<file path="src/rtl/uart_tx_sched_if.sv">
// rtl/uart_tx_sched_if.sv - requester/transmitter bundle for uart_tx_sched
//
// Purpose: groups the requester handshake and the uart_tx parallel bus.
// Signals:
//   req       requester -> sched  per-requester byte pending, held until ack
//   req_data  requester -> sched  requester i byte on [i*DATA_W +: DATA_W]
//   ack       sched -> requester  one-cycle pulse, byte taken
//   tx_data   sched -> uart_tx    byte for the current frame
//   tx_load   sched -> uart_tx    one-cycle frame start strobe
//   grant_id  sched -> observer   index of the most recent winner
//   busy      sched -> observer   frame or inter-frame gap in progress
// Modports: master = requester/observer side, slave = scheduler side.
interface uart_tx_sched_if #(
  parameter int NUM_REQ = 4,
  parameter int DATA_W  = 8,
  parameter int ID_W    = 2
);
  logic [NUM_REQ-1:0]        req;
  logic [NUM_REQ*DATA_W-1:0] req_data;
  logic [NUM_REQ-1:0]        ack;
  logic [DATA_W-1:0]         tx_data;
  logic                      tx_load;
  logic [ID_W-1:0]           grant_id;
  logic                      busy;

  modport master (
    output req, req_data,
    input  ack, tx_data, tx_load, grant_id, busy
  );

  modport slave (
    input  req, req_data,
    output ack, tx_data, tx_load, grant_id, busy
  );
endinterface

</file>
<file path="src/rtl/uart_tx_sched.sv">
// rtl/uart_tx_sched.sv - round-robin scheduler sharing one uart_tx between requesters
//
// Purpose: arbitrates NUM_REQ byte producers onto a single uart_tx, times
// each frame plus an inter-frame gap, and only re-arbitrates once idle.
// One i_baud_tick cycle equals one serial bit time.
// Ports:
//   i_baud_tick  clock, all logic on the rising edge
//   i_reset      asynchronous active-high reset
//   bus          uart_tx_sched_if.slave (req/req_data in; ack, tx_data,
//                tx_load, grant_id, busy out; all outputs registered)
module uart_tx_sched #(
  parameter int NUM_REQ     = 4,
  parameter int DATA_W      = 8,
  parameter int FRAME_TICKS = 10,
  parameter int GAP_TICKS   = 1,
  parameter int ID_W        = 2
) (
  input logic             i_baud_tick,
  input logic             i_reset,
  uart_tx_sched_if.slave  bus
);

  localparam int CNT_MAX = (FRAME_TICKS > GAP_TICKS) ? FRAME_TICKS : GAP_TICKS;
  localparam int CNT_W   = $clog2(CNT_MAX + 1);

  typedef enum logic [1:0] {
    IDLE = 2'd0,
    SEND = 2'd1,
    GAP  = 2'd2
  } state_t;

  state_t              r_state, w_state_nxt;
  logic [CNT_W-1:0]    r_cnt, w_cnt_nxt;
  logic [ID_W-1:0]     r_rr_ptr, w_rr_ptr_nxt;
  logic [NUM_REQ-1:0]  r_ack, w_ack_nxt;
  logic                r_tx_load, w_tx_load_nxt;
  logic [DATA_W-1:0]   r_tx_data, w_tx_data_nxt;
  logic [ID_W-1:0]     r_grant_id, w_grant_id_nxt;
  logic                r_busy, w_busy_nxt;

  logic                w_found;
  logic [ID_W-1:0]     w_win;

  // Search starts just after the last winner, so the requester served last
  // has the lowest priority at the next arbitration.
  always_comb begin
    logic [ID_W-1:0] v_idx;
    w_found = 1'b0;
    w_win   = '0;
    v_idx   = '0;
    for (int k = 1; k <= NUM_REQ; k++) begin
      v_idx = ID_W'((int'(r_rr_ptr) + k) % NUM_REQ);
      if (!w_found && bus.req[v_idx]) begin
        w_found = 1'b1;
        w_win   = v_idx;
      end
    end
  end

  always_comb begin
    w_state_nxt    = r_state;
    w_cnt_nxt      = r_cnt;
    w_rr_ptr_nxt   = r_rr_ptr;
    w_ack_nxt      = '0;
    w_tx_load_nxt  = 1'b0;
    w_tx_data_nxt  = r_tx_data;
    w_grant_id_nxt = r_grant_id;
    case (r_state)
      IDLE: begin
        if (w_found) begin
          w_tx_data_nxt  = bus.req_data[int'(w_win)*DATA_W +: DATA_W];
          w_grant_id_nxt = w_win;
          w_rr_ptr_nxt   = w_win;
          w_ack_nxt      = NUM_REQ'(1) << w_win;
          w_tx_load_nxt  = 1'b1;
          w_cnt_nxt      = CNT_W'(FRAME_TICKS - 1);
          w_state_nxt    = SEND;
        end
      end
      SEND: begin
        if (r_cnt == '0) begin
          w_cnt_nxt   = CNT_W'(GAP_TICKS - 1);
          w_state_nxt = GAP;
        end else begin
          w_cnt_nxt = r_cnt - 1'b1;
        end
      end
      GAP: begin
        if (r_cnt == '0) begin
          w_state_nxt = IDLE;
        end else begin
          w_cnt_nxt = r_cnt - 1'b1;
        end
      end
      default: begin
        w_state_nxt = IDLE;
        w_cnt_nxt   = '0;
      end
    endcase
    // busy is registered with the state so it reflects the state it enters.
    w_busy_nxt = (w_state_nxt != IDLE);
  end

  always_ff @(posedge i_baud_tick or posedge i_reset) begin
    if (i_reset) begin
      r_state    <= IDLE;
      r_cnt      <= '0;
      r_rr_ptr   <= ID_W'(NUM_REQ - 1);
      r_ack      <= '0;
      r_tx_load  <= 1'b0;
      r_tx_data  <= '0;
      r_grant_id <= '0;
      r_busy     <= 1'b0;
    end else begin
      r_state    <= w_state_nxt;
      r_cnt      <= w_cnt_nxt;
      r_rr_ptr   <= w_rr_ptr_nxt;
      r_ack      <= w_ack_nxt;
      r_tx_load  <= w_tx_load_nxt;
      r_tx_data  <= w_tx_data_nxt;
      r_grant_id <= w_grant_id_nxt;
      r_busy     <= w_busy_nxt;
    end
  end

  assign bus.ack      = r_ack;
  assign bus.tx_load  = r_tx_load;
  assign bus.tx_data  = r_tx_data;
  assign bus.grant_id = r_grant_id;
  assign bus.busy     = r_busy;

endmodule

</file>
<file path="src/flat_wrapper.sv">
// flat-port wrapper written by rule: the top's interface ports become plain ports
module uart_tx_sched_flat 
#(
  parameter int NUM_REQ     = 4,
  parameter int DATA_W      = 8,
  parameter int FRAME_TICKS = 10,
  parameter int GAP_TICKS   = 1,
  parameter int ID_W        = 2
)
  (i_baud_tick, i_reset, bus_req, bus_req_data, bus_ack, bus_tx_data, bus_tx_load, bus_grant_id, bus_busy);
  uart_tx_sched_if #(.NUM_REQ(NUM_REQ), .DATA_W(DATA_W), .ID_W(ID_W)) bus_i ();
  input logic i_baud_tick;
  input logic i_reset;
  input wire logic [$bits(bus_i.req)-1:0] bus_req;
  input wire logic [$bits(bus_i.req_data)-1:0] bus_req_data;
  output wire logic [$bits(bus_i.ack)-1:0] bus_ack;
  output wire logic [$bits(bus_i.tx_data)-1:0] bus_tx_data;
  output wire logic [$bits(bus_i.tx_load)-1:0] bus_tx_load;
  output wire logic [$bits(bus_i.grant_id)-1:0] bus_grant_id;
  output wire logic [$bits(bus_i.busy)-1:0] bus_busy;
  assign bus_i.req = bus_req;
  assign bus_i.req_data = bus_req_data;
  assign bus_ack = bus_i.ack;
  assign bus_tx_data = bus_i.tx_data;
  assign bus_tx_load = bus_i.tx_load;
  assign bus_grant_id = bus_i.grant_id;
  assign bus_busy = bus_i.busy;
  uart_tx_sched #(.NUM_REQ(NUM_REQ), .DATA_W(DATA_W), .FRAME_TICKS(FRAME_TICKS), .GAP_TICKS(GAP_TICKS), .ID_W(ID_W)) u_core (.i_baud_tick(i_baud_tick), .i_reset(i_reset), .bus(bus_i));
endmodule
</file>
<file path="config.mk">
export PLATFORM = sky130hd
export DESIGN_NAME = uart_tx_sched_flat
export DESIGN_NICKNAME = d
export VERILOG_FILES = /design/src/rtl/uart_tx_sched_if.sv /design/src/rtl/uart_tx_sched.sv /design/src/flat_wrapper.sv
export SDC_FILE = /design/constraint.sdc
export NUM_CORES = 1
export LEC_CHECK = 0
export CORE_ASPECT_RATIO = 0.9
export CORE_MARGIN = 5
export CORE_UTILIZATION = 46
export DETAILED_ROUTE_END_ITERATION = 16
export PLACE_DENSITY = 0.85
export SYNTH_ARGS = -nofsm -noshare
export SYNTH_HDL_FRONTEND = slang
export SYNTH_SLANG_ARGS = --single-unit
</file>
<file path="constraint.sdc">
create_clock -name i_baud_tick -period 3.57 [get_ports i_baud_tick]
set_clock_uncertainty 0.2 [all_clocks]
set_input_delay 0.714 -clock i_baud_tick [delete_from_list [all_inputs] [get_ports i_baud_tick]]
set_output_delay 0.714 -clock i_baud_tick [all_outputs]
set_load 0.1 [all_outputs]
</file>
After elaboration in Yosys (flattened, before gate mapping)
Cells that the tools add are included.
Widths: inputs -> output; s select.
{"block": "op_classes", "shifts": 2, "n_reduce_logical": 11, "n_mux": 28, "eq_ne": 4, "n_addsub": 5, "order_cmp": 4}
{"op": "$shiftx 32x6->8", "n": 1}
{"op": "$mux 4", "n": 5}
{"op": "$mux 2", "n": 7}
{"op": "$lt 2x3->1 const B", "n": 4}
{"op": "$pmux 4 s3", "n": 1}
{"op": "$mux 1", "n": 10}
{"op": "$bmux 1 s2", "n": 4}
{"op": "$pmux 2 s3", "n": 1}
{"op": "$add 2x1->2 const B", "n": 2}
{"op": "$add 2x2->2 const B", "n": 2}
{"op": "$logic_not 4->1", "n": 1}
{"op": "$reduce_and 2->1", "n": 2}
{"op": "$shl 1x2->4 const A", "n": 1}
{"op": "$sub 4x1->4 const B", "n": 1}
{"op": "$logic_and 1x1->1", "n": 3}
{"op": "$logic_not 1->1", "n": 3}
{"op": "$eq 2x1->1 const B", "n": 1}
{"op": "$eq 2x2->1 const B", "n": 1}
{"op": "$logic_not 2->1", "n": 1}
{"op": "$ne 2x1->1 const B", "n": 1}
{"op": "$ne 2x2->1 const B", "n": 1}
{"op": "$reduce_bool 2->1", "n": 1}
{"block": "totals", "reg_bits": 24, "in_bits": 38}

Longest topological paths before layout
Gate-level depths: netlist of the first run.
{"block": "depth", "ltp_word": 16, "depth_mapped": 7, "ltp_nobuf": 7}

Worst setup path after synthesis of the first run
Ideal clock, no wire load.
{"block": "synth_path", "path_type": "input to register", "from": "input port bus_req[2]", "to": "register u_core.r_tx_data[2], in the netlist u_core.bus.tx_data[2]", "setup_ns": 0.138, "path_stages": 6, "t_arrival_ns": 1.649, "required_ns": 3.232, "setup_slack_ns": 1.583, "path_cell_list": "and2b_1 -> a21oi_2 -> o221ai_4 -> buf_8 -> mux2i_1 -> o221ai_1"}
{"block": "synth_via", "elab_chain_len": 13}
{"item": "start: declaration", "line_no": "flat_wrapper.sv:14", "rtl": "input wire logic [$bits(bus_i.req)-1:0] bus_req;"}
{"item": "$bmux 1 s2", "line_no": "uart_tx_sched.sv:53", "rtl": "if (!w_found && bus.req[v_idx]) begin"}
{"item": "$mux 1 (implied by the code)", "line_no": "uart_tx_sched.sv:53"}
{"item": "$mux 1", "line_no": "uart_tx_sched.sv:53"}
{"item": "$logic_not 1->1", "line_no": "uart_tx_sched.sv:53"}
{"item": "$logic_and 1x1->1", "line_no": "uart_tx_sched.sv:53"}
{"item": "$mux 1", "line_no": "uart_tx_sched.sv:53"}
{"item": "$logic_not 1->1", "line_no": "uart_tx_sched.sv:53"}
{"item": "$logic_and 1x1->1", "line_no": "uart_tx_sched.sv:53"}
{"item": "$mux 1", "line_no": "uart_tx_sched.sv:53"}
{"item": "$logic_not 1->1", "line_no": "uart_tx_sched.sv:53"}
{"item": "$logic_and 1x1->1", "line_no": "uart_tx_sched.sv:53"}
{"item": "$mux 2 / $mux 1 (equally long branches)", "line_no": "uart_tx_sched.sv:53"}
{"item": "$shiftx 32x6->8 / $reduce_and 2->1 (equally long branches)"}
{"item": "end signal: assignment", "line_no": "uart_tx_sched.sv:120", "rtl": "r_tx_data <= w_tx_data_nxt;"}
{"item": "end: declaration", "line_no": "uart_tx_sched.sv:37", "rtl": "logic [DATA_W-1:0] r_tx_data, w_tx_data_nxt;"}
Parallel ways exist; a longest one is shown, timed or not. The select of a mux whose other input is x is not followed.
A chain may end at the register's enable or synchronous reset.

Final worst setup path of the first run
{"block": "layout_path", "from": "input port bus_req[3]", "to": "register u_core.r_tx_data[6], in the netlist u_core.bus.tx_data[6]"}
The elaborated chain is that of the path after synthesis.

==> impl_metrics.toml, run 1 <==
[outcome]
outcome = "completed"

[place]
gp_congestion = 0.894
hpwl_um = 2520
port_buffers = 53
place_area_um2 = 1820

[global_routing]
antenna_found_initial = 0
grt_util_all_layers_pct = 16.1
grt_max_degree = 25
grt_overflow = 0
grt_pass1_vias = 1173
grt_pass1_wl_um = 5080

[timing]
period_needed_ns = 2.60
max_freq_mhz = 385
slew_headroom_pct = 42.1
drv_slew = 0
totalNegativeSetupSlack_ns = 0
period_share_pct = 72.7
rsz0062_at_grt = "no"
tightestPinTransition_ns = 0.868
setup_viol = 0
final-hold-violation-count = 0

[floorplan]
initial_core_util_pct = 48.1
dieHeight_um = 60.9
die_area_um2 = 4050
die_w_um = 66.5
pin_count = 54
core_area_um2 = 2750
std_cell_rows = 18

[power]
netSwitchingPower_mw = 0.993
irDropWorstVdd_mv = 0.494
swShare_pct = 56.0
internal_power_mw = 0.779
seq_power_share_pct = 27.9
combPwrFrac_pct = 65.7
p_leak_nw = 0.840
pwr-share-clk_pct = 6.4
power.density_nw_per_um2 = 961

[cts]
clk_pin_slew_ns = 0.12
root_buffer = "clkbuf_4"
insertion_delay_ns = 0.30
hold_buffers = 0
cts_buffer_depth = 2
htreeDepth = 1
postCtsSetupBuffers = 0
clock-sinks = 24
cts_buffers = 3
cts_resized = 0
cts_tree = "yes"

[synth]
ys_top_cells_by_area = "dfrtp_1 (42%), mux2i_1 (13%), o221ai_1 (5.3%), dfstp_2 (4.0%), nand2_1 (4.0%)"
ys_types = 36
synth.yosys.seq_area_share_pct = 45.6
avgSynthCellArea_um2 = 10.4
synth_largest_area_cell = "dfrtp_1"
synth.top_cell.area_share_pct = 41.6
synthCells = 127
syn_nets = 167
yosys_warnings = 0
ys_seq_elements = 24
syn_area_um2 = 1320

[setup_path]
startpoint = "bus_req[3]"
cp_max_fo = 17
startpoint_type = "input port"
rr_startpoint = "u_core.r_rr_ptr[1]"
setup.worst_path.end = "u_core.bus.tx_data[6]"
crit_arrival_ns = 2.58
worstRegToRegCells = 5
worstPathRequired_ns = 3.55
crit_type = "in -> reg"
end_kind = "register"
r2r-end = "u_core.bus.tx_data[6]"
rrSetupSlack_ns = 1.39

[route]
wl_per_cell_um = 14.6
dr.pass1.iters = 5
drtIter0Drc = 46
via_per_inst = 5.36
num_vias = 1168
antenna_left = 0
drc_errors = 0
wl_um = 3170

[finish]
layout.nets = 220
syn_to_final_growth_pct = 39.5
final_area_um2 = 1850
diodes = 0
drive_gt1_share_pct = 16.9
fillCellCount = 230

[min_path]
hold_class = "reg -> reg"

[flow_run]
cap_violations = 0
-- how the worst min path moves through the flow --
stage	depth (start not counted)	end	start
floorplan	2	u_core.r_rr_ptr[1]	u_core.r_rr_ptr[1]
global placement	2	u_core.bus.grant_id[1]	u_core.bus.grant_id[1]
detailed placement	2	u_core.bus.tx_data[1]	u_core.bus.tx_data[1]
CTS	2	u_core.bus.tx_data[5]	u_core.bus.tx_data[5]
global route	2	u_core.r_rr_ptr[1]	u_core.r_rr_ptr[1]
finish	2	u_core.bus.tx_data[5]	u_core.bus.tx_data[5]
-- layout make-up --
cell class,instances,area (µm²),share of cell area [%]
multi-input cells,89,636,34.4
flip-flops and latches,24,603,32.7
repair buffers,55,505,27.4
well taps,40,50.0,2.71
inverters,7,28.8,1.56
clock buffers,3,22.5,1.22
-- registers in the layout, summed over array words and instances, names as in the netlist --
| register | flops |
|---|---|
| u_core.bus.tx_data | 8 |
| u_core.bus.ack | 4 |
| u_core.r_cnt | 4 |
| u_core.bus.grant_id | 2 |
| u_core.r_rr_ptr | 2 |
| u_core.r_state | 2 |
| u_core.bus.busy | 1 |
| u_core.bus.tx_load | 1 |
-- power groups by stage --
| stage | combinational, mW | clock [mW] | sequential [mW] |
|---|---|---|---|
| after global routing | 1.24 | 0.130 | 0.512 |
| after detailed placement | 1.17 | 0 | 0.498 |
| after global placement | 1.14 | 0 | 0.493 |
| after CTS | 1.17 | 0.116 | 0.493 |
| after floorplan | 0.465 | 0 | 0.961 |
| final | 1.17 | 0.113 | 0.495 |
-- cell usage in the layout (no fill, tap or decap), types with 3 or more instances in the layout --
| master | count |
|---|---|
| clkdlybuf4s50_1 | 37 |
| dfrtp_1 | 22 |
| buf_4 | 18 |
| mux2i_1 | 17 |
| nand2_1 | 14 |
| nor2_1 | 10 |
| o221ai_1 | 8 |
| inv_1 | 6 |
| a21oi_1 | 5 |
| o22ai_1 | 4 |
| nand2b_1 | 4 |
| o32ai_1 | 3 |
| clkbuf_4 | 3 |
-- worst max-delay path, cell delays in order --
cell and delay, ns:
clkdlybuf4s50_1 0.57, and2b_1 0.20, a21oi_2 0.05, o221ai_4 0.61, mux2i_1 0.28, o221ai_1 0.14
-- metal layers --
metal / up-vias / global-route usage, % / wire length (µm)
met2: 30 / 29.0 / 1700
met4: 0 / 4.06 / 36
met5: - / 0 / 0
met3: 4 / 2.96 / 134
li1: 567 / - / -
met1: 567 / 20.0 / 1300
-- per-stage QoR --
step / utilization [%] / worst slack [ns] / power (mW) / std cells / hold slack, ns
finish: 67.2 / 0.974 / 1.77 / 218 / 0.312
global route: 67.2 / 0.870 / 1.88 / 218 / 0.336
CTS: 67.2 / 0.966 / 1.78 / 218 / 0.315
detailed placement: 66.3 / 0.624 / 1.67 / 215 / 0.278
global placement: 66.3 / 0.757 / 1.64 / 215 / 0.270
floorplan: - / 1.58 / 1.43 / 127 / 0.275
-- synth_stat cells --
| master | instances |
|---|---|
| a211oi_1 | 1 |
| a21oi_1 | 5 |
| a21oi_2 | 1 |
| a2bb2oi_1 | 1 |
| a31o_2 | 1 |
| a31oi_1 | 1 |
| and2b_1 | 1 |
| and3_1 | 2 |
| buf_2 | 2 |
| buf_6 | 2 |
| buf_8 | 1 |
| clkbuf_1 | 2 |
| dfrtp_1 | 22 |
| dfstp_2 | 2 |
| ha_1 | 2 |
| inv_1 | 6 |
| inv_4 | 1 |
| maj3_1 | 1 |
| mux2i_1 | 17 |
| nand2_1 | 14 |
| nand2_2 | 2 |
| nand2b_1 | 4 |
| nand4_1 | 1 |
| nor2_1 | 10 |
| nor3_1 | 2 |
| nor4_1 | 1 |
| o211ai_1 | 1 |
| o221ai_1 | 8 |
| o221ai_4 | 1 |
| o22a_1 | 1 |
| o22ai_1 | 4 |
| o32ai_1 | 3 |
| or3_1 | 1 |
| or3b_2 | 1 |
| or4_1 | 1 |
| xor2_1 | 1 |
-- logic make-up after synthesis --
| kind of cell | Yosys count | synth area share (%) |
|---|---|---|
| adders and majority gates | 3 | 2.65 |
| DFF | 24 | 45.6 |
| xor gates and xnor gates | 1 | 0.662 |
| muxes | 17 | 12.9 |
| buffers and inverters | 14 | 6.34 |
| AOI/OAI and AO/OA | 28 | 17.3 |
| and+or+nand+nor | 40 | 14.6 |
Power figures use the tool's default switching activity.
==> run 2: changes to the inputs <==
--- a/config.mk
+++ b/config.mk
@@ -7,9 +7,9 @@
 export LEC_CHECK = 0
 export CORE_ASPECT_RATIO = 0.9
 export CORE_MARGIN = 5
-export CORE_UTILIZATION = 46
+export CORE_UTILIZATION = 42
 export DETAILED_ROUTE_END_ITERATION = 16
-export PLACE_DENSITY = 0.85
+export PLACE_DENSITY = 0.78
 export SYNTH_ARGS = -nofsm -noshare
 export SYNTH_HDL_FRONTEND = slang
 export SYNTH_SLANG_ARGS = --single-unit
==> constraint.sdc (replaced) <==
create_clock -name i_baud_tick -period 2.5 [get_ports i_baud_tick]
set_clock_uncertainty 0.2 [all_clocks]
set_input_delay 0.5 -clock i_baud_tick [delete_from_list [all_inputs] [get_ports i_baud_tick]]
set_output_delay 0.5 -clock i_baud_tick [all_outputs]
set_load 0.1 [all_outputs]
==> run 2 against run 1 <==
Global-route usage shrank 0.50 points. Largest power group unchanged. Critical path type unchanged. Non-clock buffer count rose by 1. Count of clock-buffer cells in the layout did not move. Highest routed layer unchanged.
==> impl_metrics.toml, run 2 (synthesis gave the netlist of run 1 again) <==
[cts]
cts_buffers = 3
htreeDepth = 1
cts_tree = "yes"
root_buffer = "clkbuf_4"
clk_pin_slew_ns = 0.15
insertion_delay_ns = 0.32
hold_buffers = 0
cts_resized = 0
clock-sinks = 24
postCtsSetupBuffers = 0
cts_buffer_depth = 2

[timing]
rsz0062_at_grt = "no"
drv_slew = 0
period_needed_ns = 2.17
slew_headroom_pct = 66.9
final-hold-violation-count = 0
totalNegativeSetupSlack_ns = 0
setup_viol = 0
max_freq_mhz = 460
hold_ws_ns = 0.307
setup_ws_ns = 0.327
tightestPinTransition_ns = 0.492
period_share_pct = 86.9

[global_routing]
grt_max_degree = 25
antenna_found_initial = 0
grt_pass1_vias = 1199
grt_overflow = 0
grt_pass1_wl_um = 5680
grt_util_all_layers_pct = 15.6

[route]
antenna_left = 0
wl_um = 3490
num_vias = 1192
via_per_inst = 5.37
drc_errors = 0
drtIter0Drc = 35
dr.pass1.iters = 4
wl_per_cell_um = 15.7

[finish]
final_common_cell = "clkdlybuf4s50_1"
fillCellCount = 259
drive_gt1_share_pct = 17.8
multiInputGateArea_um2 = 636
final_cell_mix = "clkdlybuf4s50_1 (37), dfrtp_1 (22), buf_4 (18)"
post-route-util_pct = 62.4
layout.nets = 221
largest_reg_flops = 8
diodes = 0
seq_area_um2 = 603
syn_to_final_growth_pct = 43.5

[setup_path]
cp_max_fo = 11
end_kind = "register"
startpoint_type = "input port"
crit_arrival_ns = 2.17
startpoint = "bus_req[0]"
worstPathRequired_ns = 2.49
rr_startpoint = "u_core.r_cnt[0]"
crit_type = "in -> reg"

[power]
power_mw = 2.69
irDropWorstVdd_mv = 0.679
power.density_nw_per_um2 = 1420
p_leak_nw = 0.863

[floorplan]
std_cell_rows = 19
core_area_um2 = 3040
dieHeight_um = 63.2
die_w_um = 69.2
pin_count = 54
die_area_um2 = 4370
initial_core_util_pct = 43.5

[place]
hpwl_um = 2710
dpl_worst_slack_ns = -0.0828
port_buffers = 53
gp_congestion = 0.821

[flow_run]
cap_violations = 0

[min_path]
hold_class = "in -> async"

[outcome]
outcome = "completed"
[run 2: cell types whose count changed in the layout (fill, tap and decap cells not counted), sizes merged]
cell,previous run,this run
buf,18,19
bufinv,0,1
[run 2: cell type report]
type	count	area share, %
Multi-Input combinational cell	89	33.5
Sequential cell	24	31.8
Timing Repair Buffer	56	27.7
Tap cell	42	2.77
Clock inverter	1	1.58
Inverter	7	1.52
Clock buffer	3	1.19
[run 2: power by group]
group,total [mW],internal [mW],leakage (nW),switching (mW)
combinational,1.69,0.508,0.542,1.19
sequential,0.713,0.564,0.293,0.148
clock,0.286,0.162,0.0279,0.124
[run 2: per-stage QoR]
stage	instances	area, µm²
2_1_floorplan	127	1320
3_3_place_gp	218	1850
3_5_place_dp	218	1850
4_1_cts	222	1900
5_1_grt	222	1900
6_report	222	1900
[run 2: final timing paths]
kind / to / slack (ns) / depth (start not counted)
worst max-delay path: u_core.bus.tx_data[1] / 0.33 / 6
worst min-delay path: u_core.bus.tx_data[0] / 0.31 / 3
worst max register to register: u_core.r_cnt[0] / 0.48 / 7
worst min register to register: u_core.bus.grant_id[1] / 0.31 / 2
max in group asynchronous: u_core.r_rr_ptr[0] / 1.51 / 3
min in group i_baud_tick: u_core.bus.grant_id[1] / 0.31 / 2
[run 2: layer usage]
layer / vias up / routed length, µm / global-route usage [%]
li1: 569 / - / -
met1: 574 / 1420 / 18.8
met2: 45 / 1860 / 28.2
met3: 4 / 172 / 2.54
met4: 0 / 39 / 4.88
met5: - / 0 / 0
[run 2: worst max-delay path, stage by stage]
cell and delay [ns]:
clkdlybuf4s50_1 0.50, nor4_1 0.51, or3_1 0.25, inv_4 0.06, nand2_2 0.20, o221ai_1 0.15
